## src/rtl/rom_loader_pkg.sv

```systemverilog
// Shared definitions for the boot-time ROM loader.
//   state_t        : loader FSM encoding (3 bits)
//   BYTES_PER_WORD : stream bytes per instruction word
//   WORD_W         : assembled word width in bits
package rom_loader_pkg;

  localparam int BYTES_PER_WORD = 2;
  localparam int WORD_W         = 8 * BYTES_PER_WORD;

  typedef enum logic [2:0] {
    IDLE    = 3'd0,
    LEN_HI  = 3'd1,
    LEN_LO  = 3'd2,
    DATA_HI = 3'd3,
    DATA_LO = 3'd4,
    WRITE   = 3'd5,
    DONE    = 3'd6,
    ERR     = 3'd7
  } state_t;

endpackage

```

## src/rtl/rom_loader_asm.sv

```systemverilog
// Byte-pair assembler: joins a big-endian pair of stream bytes into one word.
// Ports:
//   clk, reset  : clock and synchronous active-high reset
//   byte_in     : stream byte
//   strobe      : byte_in is being transferred this cycle
//   phase       : 0 = high byte, 1 = low byte
//   word        : {held high byte, byte_in}; meaningful when word_valid=1
//   word_valid  : low byte transfers this cycle, word is complete
module rom_loader_asm
  import rom_loader_pkg::*;
(
  input  logic              clk,
  input  logic              reset,
  input  logic [7:0]        byte_in,
  input  logic              strobe,
  input  logic              phase,
  output logic [WORD_W-1:0] word,
  output logic              word_valid
);

  logic [7:0] hi_reg;

  always_ff @(posedge clk) begin
    if (reset) begin
      hi_reg <= 8'h00;
    end else if (strobe && !phase) begin
      hi_reg <= byte_in;
    end
  end

  // The low byte is combined straight from the input so the word is ready
  // on the same edge the low byte transfers.
  assign word       = {hi_reg, byte_in};
  assign word_valid = strobe && phase;

endmodule

```

## src/rtl/rom_loader.sv

```systemverilog
// Boot-time program writer for the instruction ROM.
// Receives a big-endian 16-bit word count followed by that many 16-bit
// instruction words over a byte valid/ready handshake, writes them to
// consecutive ROM addresses from 0, and holds the CPU in reset until done.
// Ports:
//   clk, reset          : clock and synchronous active-high reset
//   start               : begin a load (honoured in IDLE, DONE, ERR)
//   byte_in/byte_valid  : stream byte and its valid
//   byte_ready          : loader accepts a byte this cycle
//   wr_en/wr_addr/wr_data : ROM write port, one-cycle strobe per word
//   cpu_reset           : CPU/PC reset, low only in DONE
//   done / error        : image complete / declared length too large
//   word_count          : words written in the current load
module rom_loader
  import rom_loader_pkg::*;
#(
  parameter int ADDR_W = 15,
  parameter int DATA_W = 16
) (
  input  logic              clk,
  input  logic              reset,
  input  logic              start,
  input  logic [7:0]        byte_in,
  input  logic              byte_valid,
  output logic              byte_ready,
  output logic              wr_en,
  output logic [ADDR_W-1:0] wr_addr,
  output logic [DATA_W-1:0] wr_data,
  output logic              cpu_reset,
  output logic              done,
  output logic              error,
  output logic [15:0]       word_count
);

  localparam int unsigned DEPTH = 32'd1 << ADDR_W;

  state_t            state_reg;
  logic [15:0]       len_reg;
  logic              xfer;
  logic              asm_phase;
  logic [WORD_W-1:0] asm_word;
  logic              asm_valid;
  logic [15:0]       count_next;

  assign xfer       = byte_valid && byte_ready;
  assign asm_phase  = (state_reg == LEN_LO) || (state_reg == DATA_LO);
  assign count_next = word_count + 16'd1;

  rom_loader_asm u_asm (
    .clk        (clk),
    .reset      (reset),
    .byte_in    (byte_in),
    .strobe     (xfer),
    .phase      (asm_phase),
    .word       (asm_word),
    .word_valid (asm_valid)
  );

  always_ff @(posedge clk) begin
    if (reset) begin
      state_reg  <= IDLE;
      len_reg    <= 16'd0;
      byte_ready <= 1'b0;
      wr_en      <= 1'b0;
      wr_addr    <= '0;
      wr_data    <= '0;
      cpu_reset  <= 1'b1;
      done       <= 1'b0;
      error      <= 1'b0;
      word_count <= 16'd0;
    end else begin
      wr_en <= 1'b0;
      case (state_reg)
        IDLE: begin
          if (start) begin
            state_reg  <= LEN_HI;
            byte_ready <= 1'b1;
            word_count <= 16'd0;
            wr_addr    <= '0;
          end
        end

        LEN_HI: begin
          if (xfer) state_reg <= LEN_LO;
        end

        LEN_LO: begin
          if (asm_valid) begin
            len_reg <= asm_word;
            if (asm_word == 16'd0) begin
              state_reg  <= DONE;
              byte_ready <= 1'b0;
              done       <= 1'b1;
              cpu_reset  <= 1'b0;
            end else if (32'(asm_word) > DEPTH) begin
              state_reg  <= ERR;
              byte_ready <= 1'b0;
              error      <= 1'b1;
            end else begin
              state_reg <= DATA_HI;
            end
          end
        end

        DATA_HI: begin
          if (xfer) state_reg <= DATA_LO;
        end

        DATA_LO: begin
          if (asm_valid) begin
            wr_data    <= DATA_W'(asm_word);
            wr_en      <= 1'b1;
            byte_ready <= 1'b0;
            state_reg  <= WRITE;
          end
        end

        WRITE: begin
          // Address wraps to 0 after DEPTH-1 only for a full-depth image;
          // that wrapped value is never used for a write.
          word_count <= count_next;
          wr_addr    <= wr_addr + ADDR_W'(1);
          if (count_next == len_reg) begin
            state_reg <= DONE;
            done      <= 1'b1;
            cpu_reset <= 1'b0;
          end else begin
            state_reg  <= DATA_HI;
            byte_ready <= 1'b1;
          end
        end

        DONE, ERR: begin
          if (start) begin
            state_reg  <= LEN_HI;
            byte_ready <= 1'b1;
            done       <= 1'b0;
            error      <= 1'b0;
            cpu_reset  <= 1'b1;
            word_count <= 16'd0;
            wr_addr    <= '0;
          end
        end

        default: state_reg <= IDLE;
      endcase
    end
  end

endmodule

```

## config.mk

```make
export PLATFORM = sky130hd
export DESIGN_NAME = rom_loader
export DESIGN_NICKNAME = d
export VERILOG_FILES = /design/src/rtl/rom_loader_pkg.sv /design/src/rtl/rom_loader_asm.sv /design/src/rtl/rom_loader.sv
export SDC_FILE = /design/constraint.sdc
export NUM_CORES = 1
export LEC_CHECK = 0
export CAP_MARGIN = 20
export CORE_MARGIN = 10
export CORE_UTILIZATION = 58
export DETAILED_ROUTE_END_ITERATION = 7
export PLACE_DENSITY = 0.9
export SYNTH_ARGS = -nofsm -noshare
export SYNTH_HDL_FRONTEND = slang
export SYNTH_SLANG_ARGS = --single-unit
```

## constraint.sdc

```tcl
create_clock -name clk -period 6.4 [get_ports clk]
set_input_delay 0.64 -clock clk [delete_from_list [all_inputs] [get_ports clk]]
set_output_delay 0.64 -clock clk [all_outputs]
set_load 0.02 [all_outputs]
```

==> run_results.csv <==
group,metric,value,unit
status,status,"complete, no violations",
detailed_routing,wire_per_inst,16.79,um
grt,grt_use_met1,0.2258,
synth,synth_commonest_cells,"79 x dfxtp_1, 75 x nor2_1, 54 x nand2_1",
layout,area_growth,21.66,%
critical_path,arrival,3270,ps
power_and_ir_drop,p_comb_frac,0.158,
cts,cts_buffers,9,
detailed_routing,viasPerCell,5.980,
floorplanning,dieWidth,102.1,um
power_and_ir_drop,pwr_density_cell,242.1,mW/mm2
power_and_ir_drop,leakagePower,1.690,nW
synth,yosysMostFrequentCell,"dfxtp_1",
synth,syn_area,0.003905,mm2
layout,stdcell_count,598,
power_and_ir_drop,switching_power,0.0003458,W
synth,ys_types,63,
timing,finalSetupViolCount,0,
placed_design,hpwl,6.852,mm
synth,syn_inst,465,
layout,final_core_util,0.7356,
grt,grt_pass1_vias,3536,
timing,hold_violations,0,
power_and_ir_drop,intPower,0.0008044,W
grt,grt_use_total,0.1955,
critical_path,required,6630,ps
floorplanning,io_pins,64,
layout,stdcell_area,0.004751,mm2
detailed_routing,drc,0,
layout,n_antenna_cell,0,
layout,multiInputGateArea,0.002168,mm2
timing,fin_ws,3366,ps
detailed_routing,vias,3576,
cts,cts-root-buf,"clkbuf_8",
grt,gr-total-overflow,0,
detailed_routing,firstDrtPassIters,5,
power_and_ir_drop,power_frac_clock,0.372,
timing,finalSetupTns,0,ps
layout,nFillCells,455,
placed_design,port_buffers,63,
grt,grtUsageMet3,0.06950,
timing,relSlewSlack,0.3373,
synth,async_flop_share,0,
placed_design,placed_area,0.004491,mm2
synth,yosys.area.top_type_share,0.4050,
cts,cts_tree,"built",
synth,syn_avg_cell_area,8.398,um2
synth,yosys_warnings,0,
critical_path,critPathKind,"in -> reg",
power_and_ir_drop,sw_frac_of_total,0.3006,
cts,cts_sinks,79,
cts,path_clk_slew,90,ps
power_and_ir_drop,vdd_ir_drop_max,0.2174,mV
timing,tightest_slew,987.4,ps
cts,post-cts-setup-buffers,0,
floorplanning,core_area,0.006459,mm2
placed_design,dp.cells,580,
timing,fin_crit_sh,0.4741,
synth,yosys-top-cells-area,"dfxtp_1 40%, nor2_1 7.2%, mux2i_1 6.4%",
hold_path,min_path_type,"reg -> reg",
floorplanning,die_h,102.1,um
layout,seq_area,0.001582,mm2
cts,cts_hold_buf,0,
synth,synth_edf_count,0,
critical_path,cp-start-kind,"input port",
grt,grt_antenna_before_repair,0,
timing,max_freq,329.6,MHz
detailed_routing,final_antenna_net_count,0,
layout,nets,530,
grt,grt_busiest_layer,"met2",
timing,slew_violations,0,
timing,period_needed,3034,ps
floorplanning,start_util,0.6046,
synth,yosysSeqAreaShare,0.4050,
cts,cts_buffer_depth,2,
placed_design,preCtsSetupSlack,3121,ps
job,drv_cap,0,
synth,ys_ff_latch,79,
critical_path,crit_path_max_fanout,12,
layout,drive_gt1_frac,0.07869,
synth,ys.flop_type,"dfxtp_1",
floorplanning,num_rows,29,
floorplanning,dieArea,0.01042,mm2
grt,gr-usage-met2,0.3249,
timing,finalClockSkew,14.93,ps
cts,htreeDepth,3,
grt,grt_max_degree,65,
power_and_ir_drop,pwr-share-seq,0.470,
detailed_routing,drtIter0Drc,263,
cts,cts_resized,0,
timing,rsz0062_at_grt,"no",
synth,syn-num-nets,479,
synth,synth_top_cell_by_area,"dfxtp_1",
grt,grt_pass1_wl,16.53,mm
cts,insertion_delay,360,ps
detailed_routing,drt_wl_total,10.04,mm
critical_path,endpoint_kind,"flip-flop",
placed_design,place.gp.congestion,0.8958,
power groups by stage:
stage	clock [W]	sequential [W]	combinational (W)
global placement	0	0.000550	0.000169
detailed placement	0	0.000551	0.000173
global route	0.000449	0.000544	0.000200
floorplan	0	0.000535	0.000142
finish	0.000428	0.000541	0.000182
CTS	0.000431	0.000540	0.000176
cell families after synthesis:
| logic type | Yosys count | share of synthesized area |
|---|---|---|
| flip-flops | 79 | 0.4050 |
| buffers and inverters | 30 | 0.03973 |
| AO/OA/AOI/OAI | 90 | 0.1413 |
| adder cells (fa/ha/maj) | 2 | 0.006407 |
| multiplexers | 27 | 0.06985 |
| XOR/XNOR | 34 | 0.07818 |
| AND/OR/NAND/NOR | 203 | 0.2595 |
final timing paths:
kind | slack (ps) | depth (start not counted) | end | start
worst min-delay path | 460 | 2 | wr_data[6] | wr_data[6]
worst max register to register | 3610 | 6 | wr_addr[13] | state_reg[2]
worst max-delay path | 3370 | 8 | wr_addr[13] | start
worst min register to register | 460 | 2 | wr_data[6] | wr_data[6]
routing by layer:
metal	up-vias	part of all wire
met5	-	0
met1	1691	0.41
li1	1719	-
met4	0	0.019
met3	23	0.092
met2	143	0.48
worst max-delay path, stage by stage:
cell and delay, ps:
clkdlybuf4s50_1 580, nor3b_1 210, a21oi_1 80, o21ai_1 800
nand4_1 420, nor3_1 340, xnor2_1 150, nor2_1 50
cells in the final DEF, fill, tap and decap left out, types with 2 or more instances in the layout:
master and count:
a311oi_1 2, nor3b_1 3, nand4_1 6, a21o_1 2, clkinv_4 2, ha_1 2
nor3_4 3, mux2i_1 25, nor3_1 12, dfxtp_1 79, inv_1 5, clkdlybuf4s50_1 62
xor2_1 14, a22oi_1 5, nand3_1 10, a31oi_1 6, o211ai_1 2, or3_1 4
nor2_1 75, mux2_2 2, o21ai_0 17, o21a_1 2, nor4_1 5, a21oi_1 37
and3_1 9, nor2b_1 5, o31a_1 2, nand2_2 2, nand2_1 54, xnor2_1 19
nand3_2 2, bufinv_16 2, o21ai_1 2, clkbuf_8 9
final cells by class:
type	instances	area share
well taps	77	0.02028
flip-flops and latches	79	0.3329
multi-input cells	356	0.4564
clock inverters	7	0.02212
repair buffers	65	0.1383
clock buffers	9	0.02607
inverters	5	0.003950
through the flow:
stage | hold slack [ps] | power (W)
6_report | 462.0 | 0.001150
5_1_grt | 481.8 | 0.001194
4_1_cts | 464.0 | 0.001146
3_5_place_dp | 450.0 | 0.0007239
3_3_place_gp | 442.9 | 0.0007184
2_1_floorplan | 457.2 | 0.0006774
Power figures use the tool's default switching activity.
